==> config.mk <==
export PLATFORM = sky130hd
export DESIGN_NAME = mdc8p_frame_ctrl
export DESIGN_NICKNAME = d
export VERILOG_FILES = /design/src/rtl/mdc8p_frame_ctrl.sv
export SDC_FILE = /design/constraint.sdc
export NUM_CORES = 1
export LEC_CHECK = 0
export CAP_MARGIN = 20
export CELL_PAD_IN_SITES_DETAIL_PLACEMENT = 0
export CELL_PAD_IN_SITES_GLOBAL_PLACEMENT = 1
export CORE_ASPECT_RATIO = 1.1
export CORE_MARGIN = 4
export CORE_UTILIZATION = 33
export CTS_CLUSTER_SIZE = 20
export DETAILED_ROUTE_END_ITERATION = 7
export GPL_TIMING_DRIVEN = 0
export PLACE_DENSITY = 0.76
export SLEW_MARGIN = 10
export SYNTH_ARGS = -nofsm -noshare
export SYNTH_HDL_FRONTEND = slang
export SYNTH_SLANG_ARGS = --single-unit
==> constraint.sdc <==
create_clock -name i_clk -period 3.8 [get_ports i_clk]
set_clock_uncertainty 0.05 [all_clocks]
set_input_delay 0.57 -clock i_clk [delete_from_list [all_inputs] [get_ports i_clk]]
set_output_delay 0.57 -clock i_clk [all_outputs]
set_load 0.1 [all_outputs]
==> src/rtl/mdc8p_frame_ctrl.sv <==
// Frame controller around a 2-sample-per-beat MDC FFT: frames/pads upstream beats into the FFT
// and tags FFT output frames with sof/eof/bad using a status FIFO of frames in flight.
module mdc8p_frame_ctrl #(
  parameter int unsigned NB_IN     = 8,
  parameter int unsigned NB_OUT    = 10,
  parameter int unsigned FRAME_CYC = 4,
  parameter int unsigned N_FLIGHT  = 4
) (
  input  logic              i_clk,
  input  logic              i_rst,
  input  logic              i_valid,
  input  logic              i_sof,
  input  logic              i_inverse,
  input  logic [NB_IN-1:0]  i_data1_r,
  input  logic [NB_IN-1:0]  i_data1_i,
  input  logic [NB_IN-1:0]  i_data2_r,
  input  logic [NB_IN-1:0]  i_data2_i,
  output logic              o_ready,
  output logic              o_fft_valid,
  output logic              o_fft_inverse,
  output logic [NB_IN-1:0]  o_fft_data1_r,
  output logic [NB_IN-1:0]  o_fft_data1_i,
  output logic [NB_IN-1:0]  o_fft_data2_r,
  output logic [NB_IN-1:0]  o_fft_data2_i,
  input  logic              i_fft_valid,
  input  logic [NB_OUT-1:0] i_fft_data1_r,
  input  logic [NB_OUT-1:0] i_fft_data1_i,
  input  logic [NB_OUT-1:0] i_fft_data2_r,
  input  logic [NB_OUT-1:0] i_fft_data2_i,
  output logic              o_valid,
  output logic              o_sof,
  output logic              o_eof,
  output logic              o_bad,
  output logic [NB_OUT-1:0] o_data1_r,
  output logic [NB_OUT-1:0] o_data1_i,
  output logic [NB_OUT-1:0] o_data2_r,
  output logic [NB_OUT-1:0] o_data2_i,
  output logic              o_err_orphan,
  output logic              o_err_spurious
);

  localparam int unsigned BW = (FRAME_CYC > 1) ? $clog2(FRAME_CYC) : 1;
  localparam int unsigned PW = (N_FLIGHT > 1) ? $clog2(N_FLIGHT) : 1;
  localparam int unsigned CW = $clog2(N_FLIGHT + 1);
  localparam logic [BW-1:0] LAST_BEAT  = BW'(FRAME_CYC - 1);
  localparam logic [CW-1:0] MAX_FLIGHT = CW'(N_FLIGHT);
  localparam logic [PW-1:0] LAST_PTR   = PW'(N_FLIGHT - 1);

  typedef enum logic [1:0] {IDLE, RUN, PAD} state_t;

  state_t              r_state;
  logic [BW-1:0]       r_beat;
  logic [BW-1:0]       r_obeat;
  logic [CW-1:0]       r_inflight;
  logic [PW-1:0]       r_wr_ptr;
  logic [PW-1:0]       r_rd_ptr;
  logic [N_FLIGHT-1:0] r_fifo_bad;
  logic                r_inv;
  logic                r_bad;

  logic          w_accept;
  logic          w_fwd;
  logic          w_fwd_zero;
  logic          w_fwd_bad;
  logic [BW-1:0] w_fwd_idx;
  logic          w_push;
  logic          w_pop;
  logic          w_empty;

  // A new frame may only join the FFT pipeline if it shares the in-flight transform direction.
  always_comb begin
    o_ready = 1'b0;
    unique case (r_state)
      IDLE:    o_ready = (r_inflight < MAX_FLIGHT) && ((r_inflight == '0) || (i_inverse == r_inv));
      RUN:     o_ready = 1'b1;
      default: o_ready = 1'b0;
    endcase
  end

  assign w_accept = i_valid & o_ready;

  always_comb begin
    w_fwd      = 1'b0;
    w_fwd_zero = 1'b0;
    w_fwd_bad  = r_bad;
    w_fwd_idx  = r_beat;
    unique case (r_state)
      IDLE: begin
        w_fwd     = w_accept & i_sof;
        w_fwd_bad = 1'b0;
        w_fwd_idx = '0;
      end
      RUN: begin
        w_fwd      = 1'b1;
        w_fwd_zero = ~i_valid;
        w_fwd_bad  = r_bad | ~i_valid | i_sof;
      end
      PAD: begin
        w_fwd      = 1'b1;
        w_fwd_zero = 1'b1;
      end
      default: ;
    endcase
  end

  assign w_push  = w_fwd && (w_fwd_idx == LAST_BEAT);
  assign w_empty = (r_inflight == '0);
  assign w_pop   = i_fft_valid && (r_obeat == LAST_BEAT) && !w_empty;

  assign o_fft_inverse = r_inv;

  always_ff @(posedge i_clk) begin
    if (i_rst) begin
      r_state        <= IDLE;
      r_beat         <= '0;
      r_obeat        <= '0;
      r_inflight     <= '0;
      r_wr_ptr       <= '0;
      r_rd_ptr       <= '0;
      r_inv          <= 1'b0;
      r_bad          <= 1'b0;
      o_fft_valid    <= 1'b0;
      o_err_orphan   <= 1'b0;
      o_valid        <= 1'b0;
      o_sof          <= 1'b0;
      o_eof          <= 1'b0;
      o_bad          <= 1'b0;
      o_err_spurious <= 1'b0;
    end else begin
      o_fft_valid  <= w_fwd;
      o_err_orphan <= (r_state == IDLE) && w_accept && !i_sof;
      if (w_fwd) begin
        o_fft_data1_r <= w_fwd_zero ? '0 : i_data1_r;
        o_fft_data1_i <= w_fwd_zero ? '0 : i_data1_i;
        o_fft_data2_r <= w_fwd_zero ? '0 : i_data2_r;
        o_fft_data2_i <= w_fwd_zero ? '0 : i_data2_i;
        r_bad         <= w_fwd_bad;
        if (r_state == IDLE) r_inv <= i_inverse;
      end
      if (w_push) begin
        r_state  <= IDLE;
        r_beat   <= '0;
        r_fifo_bad[r_wr_ptr] <= w_fwd_bad;
        r_wr_ptr <= (r_wr_ptr == LAST_PTR) ? '0 : r_wr_ptr + 1'b1;
      end else if (w_fwd) begin
        r_state <= w_fwd_zero ? PAD : RUN;
        r_beat  <= w_fwd_idx + 1'b1;
      end

      o_valid        <= i_fft_valid;
      o_sof          <= i_fft_valid && (r_obeat == '0);
      o_eof          <= i_fft_valid && (r_obeat == LAST_BEAT);
      o_bad          <= i_fft_valid && (w_empty || r_fifo_bad[r_rd_ptr]);
      o_err_spurious <= i_fft_valid && w_empty;
      if (i_fft_valid) begin
        o_data1_r <= i_fft_data1_r;
        o_data1_i <= i_fft_data1_i;
        o_data2_r <= i_fft_data2_r;
        o_data2_i <= i_fft_data2_i;
        r_obeat   <= (r_obeat == LAST_BEAT) ? '0 : r_obeat + 1'b1;
      end
      if (w_pop) r_rd_ptr <= (r_rd_ptr == LAST_PTR) ? '0 : r_rd_ptr + 1'b1;

      // Simultaneous push and pop leaves the count alone.
      unique case ({w_push, w_pop})
        2'b10:   r_inflight <= r_inflight + 1'b1;
        2'b01:   r_inflight <= r_inflight - 1'b1;
        default: ;
      endcase
    end
  end

endmodule

Yosys cells after proc, flatten, opt, wreduce, memory -nomap -nowiden. Cells that the tools add are included.

$add $sub $neg: 6. Multiplexer cells: 15. $lt $le $gt $ge: 4. Reductions and logical operators: 24. Eq/ne operators: 9. Bitwise gates (word level): 6.

Operators with widths (number): $eq 2x2->1 const B (6); $logic_and 1x1->1 (10); $mux 2 (5); $add 2x1->2 const B (4); $pmux 1 s2 (4); $reduce_and 2->1 (4); $lt 2x3->1 const B (2); $pmux 3 s2 (1); $bwmux 4 (1); $eq 2x1->1 const B (2); $logic_not 2->1 (2); $reduce_or 2->1 (2); $add 3x1->3 const B (1); $logic_not 3->1 (1); $lt 3x3->1 const B (1); $sub 3x1->3 const B (1); $and 1x1->1 (2); $bmux 1 s2 (1); $demux 1 s2 (1); $ge 2x1->1 const B (1); $logic_not 1->1 (2); $logic_or 1x1->1 (2); $mux 1 (2); $not 1->1 (2); other kinds (3) (4).

Word-level logic and storage cells: 88. Output and inout port bits: 81. Register bits after elaboration: 98. Bits of input ports: 78.

Depth between registers and ports, before layout.
Depth after elaboration: 10. Gate-level depth with buffers: 15. Mapped depth without buffers: 14.

Worst setup path after synthesis. OpenSTA, ideal clock, no wires.

Path kind: flip-flop to flip-flop. Start point: reg r_inv (netlist: o_fft_inverse). End point: reg o_fft_data1_i[0] (enable). Arrival: 2989 ps. Stages on the path, launching flop included: 5. Required time: 3329 ps. Path buffers: 0. Period minus slack after synthesis: 3460 ps. Library setup time: 421 ps. Slack: 340 ps. Cell sequence: dfxtp_1 -> xnor2_1 -> o211a_1 -> a21oi_2 -> nor2_1.

Cells in the longest elaborated chain, start to end: 8.

Ends and longest elaborated chain: from (decl) (line 58) `logic r_inv;`; from (signal assigned) (line 138) `if (r_state == IDLE) r_inv <= i_inverse;`; $eq 1x1->1 (line 74) `IDLE: o_ready = (r_inflight < MAX_FLIGHT) && ((r_inflight == '0) || (i_inverse == r_inv));`; $logic_or 1x1->1 (line 74); $logic_and 1x1->1 (line 74); $pmux 1 s2 (line 73) `unique case (r_state)`; $and 1x1->1 (line 80) `assign w_accept = i_valid & o_ready;`; $and 1x1->1 (line 89) `w_fwd = w_accept & i_sof;`; $pmux 1 s2 (line 87) `unique case (r_state)`; $reduce_and 2->1 (no source line); to (signal assigned) (line 134) `o_fft_data1_i <= w_fwd_zero ? '0 : i_data1_i;`; to (decl) (line 22) `output logic [NB_IN-1:0] o_fft_data1_i,`.

No other way between the ends. A chain may end at the register's enable or synchronous reset.

Worst setup path in the final report.
Start point: in i_inverse. End point: out o_ready.

Cells in the longest elaborated chain, start to end: 4.

Ends and longest elaborated chain: from (decl) (line 13) `input logic i_inverse,`; $eq 1x1->1 (line 74); $logic_or 1x1->1 (line 74); $logic_and 1x1->1 (line 74); $pmux 1 s2 (line 73); to (decl) (line 18) `output logic o_ready,`.

No other way between the ends.

==> impl_metrics.json <==
{
  "status": "complete, no violations",
  "seqPwrFrac_pct": 40.1,
  "worstSetupPathType": "in2out",
  "holdWs_ps": 425,
  "finalPower_mw": 3.30,
  "cts_buffers": 9,
  "port_buffers": 158,
  "globalplace.congestion": 0.744,
  "fmax_mhz": 300,
  "finalHoldViolCount": 0,
  "synth_area_leaders": "edfxtp_1 61%, dfxtp_1 12%, and2_1 6.2%",
  "hold_class": "reg2reg",
  "remaining_drc_errors": 0,
  "synth_compound_area_share_pct": 5.19,
  "fillers": 934,
  "drt-total-wl_um": 8980,
  "relSlewSlack_pct": 31.2,
  "die_w_um": 110,
  "cp_cell_sequence": "clkdlybuf4s50_1 > xnor2_1 > a21o_1 > a31o_2 > clkdlybuf4s50_1",
  "synth_cells": 250,
  "p_int_mw": 2.04,
  "num_rows": 40,
  "vias_per_cell": 4.36,
  "switching_share_pct": 38.2,
  "area_growth_syn_to_layout_pct": 55.6,
  "nets": 513,
  "synthXorXnorAreaFrac_pct": 0.698,
  "cp_top_family": "buffers and inverters",
  "max_slew.worst_pin.slew_ps": 1030,
  "grt_pass1_vias": 2475,
  "async_flop_share_pct": 0,
  "wl_per_cell_um": 15.7,
  "cts_tree": "yes",
  "routed-via-count": 2498,
  "synth_top_family_by_area": "simple AND/OR/NAND/NOR gates",
  "coreArea_sq_um": 11100,
  "power.switching_mw": 1.26,
  "drt.antenna.violating_nets": 0,
  "synth_top_cell_by_area": "edfxtp_1",
  "p_leak_nw": 2.08,
  "die_h_um": 120,
  "initial_core_util_pct": 34.0,
  "ir_drop_mv": 0.215,
  "mostFrequentLayoutCells": "158 x clkdlybuf4s50_1, 76 x edfxtp_1, 37 x and2_1",
  "clkSlewWorstSetupHoldPaths_ps": 70,
  "slowest_delay_ps": 1120,
  "p_per_area_nw_per_um2": 563,
  "grt_max_degree": 33,
  "synth_top_area_share_pct": 60.6,
  "htreeDepth": 3,
  "setup_tns_ps": 0,
  "ctsLongestPathBuffers": 2,
  "fin_crit_ps": 3330,
  "max_cap_violations": 0,
  "muxShareOfSynthArea_pct": 2.33,
  "yosys.area_share.adder_pct": 4.85,
  "ys_seq_area_share_pct": 72.3,
  "post-route-period-util_pct": 87.6,
  "synth-main-ff-cell": "edfxtp_1",
  "clock_latency_ps": 330,
  "p_comb_share_pct": 34.8,
  "arrival_ps": 2710,
  "ys_warn_count": 0,
  "yosys.area_share.simple_pct": 12.5,
  "layout_commonest_cell": "clkdlybuf4s50_1",
  "grt_pass1_wl_um": 13300,
  "setup_viol": 0,
  "endpoint_kind": "output pin",
  "post-dp-hpwl_um": 6950,
  "critPathBufInv": 2,
  "post_cts_buffers": 0,
  "ios": 159,
  "cts_resized": 0,
  "cts.sinks": 98,
  "drive_gt1_share_pct": 5.87,
  "rsz0062_at_grt": "no",
  "firstDrtPassIters": 4,
  "die_area_sq_um": 13200,
  "synth-edff-count": 76,
  "start_kind": "input pin",
  "syn-cell-area_sq_um": 3760,
  "critPathMostFrequentCell": "clkdlybuf4s50_1",
  "cp_max_fo": 4,
  "overflow": 0,
  "n_antenna_cell": 0,
  "synth.distinct_cells": 41,
  "track_usage_pct": 13.4,
  "drv_slew": 0,
  "crit_slowest_cell": "clkdlybuf4s50_1",
  "drtIter0Drc": 96,
  "ctsHoldBuffers": 0,
  "critical_path_required_ps": 3180,
  "antenna_found_initial": 0,
  "ys_seq_elements": 98,
  "clockPowerShare_pct": 25.1,
  "clockRootBuffer": "clkbuf_16",
  "syn_avg_cell_area_sq_um": 15.1,
  "synth_nets": 342
}
-- worst register-to-register path: stages (launching register included) --
cell,delay (ps)
dfxtp_1,330
inv_1,150
ha_1,330
nor2b_1,100
ha_1,200
clkbuf_1,210
and4b_1,250
o2111ai_1,120
nand2_1,180
inv_1,90
ha_1,190
inv_1,60
fa_1,370
xor2_1,170
or3_1,300
a21oi_1,150
-- final cells by class --
| type | count | area, sq um | share of cell area, % |
|---|---|---|---|
| inverter | 14 | 52.6 | 0.897 |
| clock inverter | 6 | 42.5 | 0.726 |
| tap | 147 | 184 | 3.14 |
| buffer | 7 | 26.3 | 0.449 |
| sequential | 98 | 2720 | 46.5 |
| multi-input combinational | 131 | 977 | 16.7 |
| timing repair buffer | 160 | 1620 | 27.7 |
| clock buffer | 10 | 229 | 3.91 |
-- worst paths after layout --
kind | start | end | slack, ps | cells after the start
min | r_beat[1]$_SDFFE_PP0N_ | r_beat[1]$_SDFFE_PP0N_ | 420 | 2
max | i_inverse | o_ready | 470 | 5
max reg2reg | r_state[0]$_SDFFE_PP0N_ | r_inflight[2]$_SDFFE_PP0P_ | 480 | 15
min reg2reg | r_beat[1]$_SDFFE_PP0N_ | r_beat[1]$_SDFFE_PP0N_ | 420 | 2
-- synth_stat cells (5+ instances only) --
library cell	n
inv_1	14
nand2_1	8
o21ai_0	6
and2_1	37
edfxtp_1	76
mux2i_1	5
clkbuf_1	6
nor2b_1	8
nor3_1	7
dfxtp_1	22
ha_1	13
nor2_1	10
-- cell families after synthesis --
group                      Yosys count
DFF                                 98
and+or+nand+nor                     82
AOI/OAI and AO/OA                   25
buffers and inverters               21
adders and majority gates           14
muxes                                7
xor gates and xnor gates             3
-- power by group through the flow --
stage	Clock (mW)	Combinational [mW]	Sequential, mW
finish	0.827	1.15	1.32
global route	0.900	1.20	1.33
CTS	0.856	1.16	1.32
detailed placement	0	1.16	1.35
global placement	0	1.13	1.35
floorplan	0	0.213	1.97
-- routing by layer --
metal	share of wire, %	track usage, %	vias to the layer above
met5	0	0	-
met4	0.66	4.44	0
met3	13	5.43	4
met2	52	23.8	118
met1	34	14.2	1147
li1	-	-	1229
-- sequential cells by signal, summed over array words and instances, names as in the netlist --
signal,count
o_data1_i,10
o_data1_r,10
o_data2_i,10
o_data2_r,10
o_fft_data1_i,8
o_fft_data1_r,8
o_fft_data2_i,8
o_fft_data2_r,8
r_fifo_bad,4
r_inflight,3
r_beat,2
r_obeat,2
r_rd_ptr,2
r_state,2
r_wr_ptr,2
o_bad,1
o_eof,1
o_err_orphan,1
o_err_spurious,1
o_fft_inverse,1
o_fft_valid,1
o_sof,1
o_valid,1
r_bad,1
-- stage by stage --
| stage | util [%] | instance area, sq um | setup slack (ps) | cells |
|---|---|---|---|---|
| 2_1_floorplan | - | 3760 | 340 | 250 |
| 3_3_place_gp | 50.0 | 5530 | -584 | 555 |
| 3_5_place_dp | 50.5 | 5580 | 451 | 557 |
| 4_1_cts | 52.9 | 5860 | 449 | 573 |
| 5_1_grt | 52.9 | 5860 | 227 | 573 |
| 6_report | 52.9 | 5860 | 470 | 573 |
Power figures use the tool's default switching activity.
==> RTL edit, RTL diff (config.mk and constraints unchanged) <==
Set the parameter `NB_IN` to 4 (it was 8).
--- a/src/rtl/mdc8p_frame_ctrl.sv
+++ b/src/rtl/mdc8p_frame_ctrl.sv
@@ -3,3 +3,3 @@
 module mdc8p_frame_ctrl #(
-  parameter int unsigned NB_IN     = 8,
+  parameter int unsigned NB_IN     = 4,
   parameter int unsigned NB_OUT    = 10,
Interface: changed (8 resized); port bits go from 159 to 127. The function was not compared with the original's and may differ.
==> RTL edit against the unedited design <==
Routed wire length down 20%. Synthesized area down 16%. Final area down 18%. Sequential cell count down 16. Power down 23%. Highest routed layer unchanged. Worst setup slack worse by 0.013 ns. Global-route usage down 0.81 points. Count of clock-buffer cells in the layout down 1.
==> RTL edit: results (changes against the unedited design) <==
fraction of layout cells with a size suffix above 1 0.06964 (+0.01095); Ys Warns 0 (unchanged); M1 GR Usage 0.1539 (+0.01232); Clk Tree Root Cell sky130_fd_sc_hd__clkbuf_8; Clock Tree Buf Depth 2 (unchanged); sw frac 0.3926 (+0.01101); I/O Buffers 126 (-20%); vias per inst 4.563 (+4.7%); proportion of synthesized chip area in sequential cells 0.7061 (-0.01734); DP Wirelength 5491 um (-21%); count of routing violations after the opening detailed-route iteration 77 (-20%); Routed Wire Length 7178 um (-20%); global routing met3 resource utilization 0.03902 (-0.01531); path class of the lowest-slack min-delay path register to register; number of global-route vias before repair 2160 (-13%); number of antenna violations at the first check in global routing 0 (unchanged); delay-heaviest family, CP adder cells; number of search-and-repair iterations in the first detailed-routing pass 4 (unchanged); gate count of the mapped netlist 216 (-14%); clock latency at the later pin of the worst-skew pair 0.35 ns (+0.02 ns); fraction of met2 tracks used by global routing 0.2046 (-0.03361); average wire length per cell after detail routing 15.08 um (-3.8%); PostCTS Resize Cnt 0 (unchanged); number of enable flip-flop cells after synthesis 60 (-21%); Worst Tran Pin Value 1.002 ns (-0.02578 ns); cell types occupying the most area after synthesis sky130_fd_sc_hd__edfxtp_1 (57%), sky130_fd_sc_hd__dfxtp_1 (14%), sky130_fd_sc_hd__ha_1 (5.1%); VDD IR-drop max 0.0001896 V (-12%); # placed instances 460 (-17%); outcome finished clean; clock edge transition at the registers on the reported setup and hold paths 0.09 ns (+0.02 ns); synthesized net count 292 (-15%); CP max stage cell sky130_fd_sc_hd__fa_1; largest net degree at the start of global routing 26 (-21%); number of nets at the end of the flow 430 (-16%); GR Util All Layers 0.1261 (-0.008091); Async S/R FF share, synth 0 (unchanged); worst stage delay on the critical path 0.38 ns (-0.74 ns); critical path fanouts, max 10 (+6); number of inserted diodes 0 (unchanged); post-CTS setup buffer count 0 (unchanged); total CTS buffers 9 (unchanged); H-tree Lvls 3 (unchanged); Post-Place Setup Slack 0.4382 ns (-0.01240 ns); Fill cells 814 (-13%); wire length of the first global-routing pass 10920 um (-18%); Leak Pwr 1.725 nW (-17%); most instantiated cells after synthesis sky130_fd_sc_hd__edfxtp_1 (60), sky130_fd_sc_hd__dfxtp_1 (22), sky130_fd_sc_hd__and2_1 (21); post-synthesis cell type count 42 (+2.4%); Routability Congestion 0.7321 (-1.6%); data arrival time of the critical path 3.58 ns (+0.87 ns)
## RTL edit: routing by layer
layer	wire length, um	up-vias
met2	3385	103
met4	106	0
li1	-	1047
met3	661	11
met5	0	-
met1	3024	1011
## RTL edit: cell families after synthesis
| logic type | after synthesis | synth area share |
|---|---|---|
| flip-flops | 82 | 0.7061 |
| AO/OA/AOI/OAI | 25 | 0.06147 |
| buffers and inverters | 19 | 0.02246 |
| adder cells (fa/ha/maj) | 14 | 0.05753 |
| multiplexers | 7 | 0.02758 |
| AND/OR/NAND/NOR | 66 | 0.1166 |
| XOR/XNOR | 3 | 0.008276 |
## RTL edit: final cells by class
| cell class | count | share of cell area |
|---|---|---|
| Clock buffer | 9 | 0.02578 |
| Tap cell | 117 | 0.03047 |
| Clock inverter | 7 | 0.01250 |
| Sequential cell | 82 | 0.4667 |
| Inverter | 14 | 0.01094 |
| Multi-Input combinational cell | 115 | 0.1815 |
| Buffer | 5 | 0.003906 |
| Timing Repair Buffer | 127 | 0.2682 |
## RTL edit: worst paths after layout
check | slack [ns] | cells after the start | to | startpoint
hold / removal | 0.43 | 2 | r_beat[1] | r_beat[1]
setup reg to reg | 0.46 | 15 | r_inflight[2] | r_state[0]
hold reg to reg | 0.43 | 2 | r_beat[1] | r_beat[1]
setup / recovery | 0.46 | 15 | r_inflight[2] | r_state[0]
## RTL edit: power groups by stage
stage               Clock (W)  Combinational (W)  Sequential [W]
floorplan                   0           0.000187         0.00155
global placement            0           0.000855         0.00110
detailed placement          0           0.000871         0.00110
CTS                  0.000612           0.000872         0.00108
global route         0.000645           0.000898         0.00109
finish               0.000594           0.000864         0.00108
## RTL edit: worst reg2reg max path: stages (launching register included)
cell	delay (ns)
sky130_fd_sc_hd__dfxtp_1	0.34
sky130_fd_sc_hd__inv_1	0.14
sky130_fd_sc_hd__ha_1	0.33
sky130_fd_sc_hd__nor2b_1	0.11
sky130_fd_sc_hd__ha_1	0.20
sky130_fd_sc_hd__clkbuf_1	0.21
sky130_fd_sc_hd__and4b_1	0.26
sky130_fd_sc_hd__o2111ai_1	0.13
sky130_fd_sc_hd__nand2_1	0.19
sky130_fd_sc_hd__inv_1	0.10
sky130_fd_sc_hd__ha_1	0.18
sky130_fd_sc_hd__inv_1	0.06
sky130_fd_sc_hd__fa_1	0.39
sky130_fd_sc_hd__xor2_1	0.18
sky130_fd_sc_hd__or3_1	0.30
sky130_fd_sc_hd__a21oi_1	0.13
## RTL edit: per-stage QoR
stage	TNS, ns	instance area, sq um	power, W	hold WS [ns]
final	0	4805	0.002540	0.4297
after global routing	0	4805	0.002635	0.4744
after CTS	0	4805	0.002569	0.4296
after detailed placement	0	4621	0.001976	0.4090
after global placement	-26.24	4583	0.001958	0.4062
after floorplan	0	3176	0.001735	0.3946
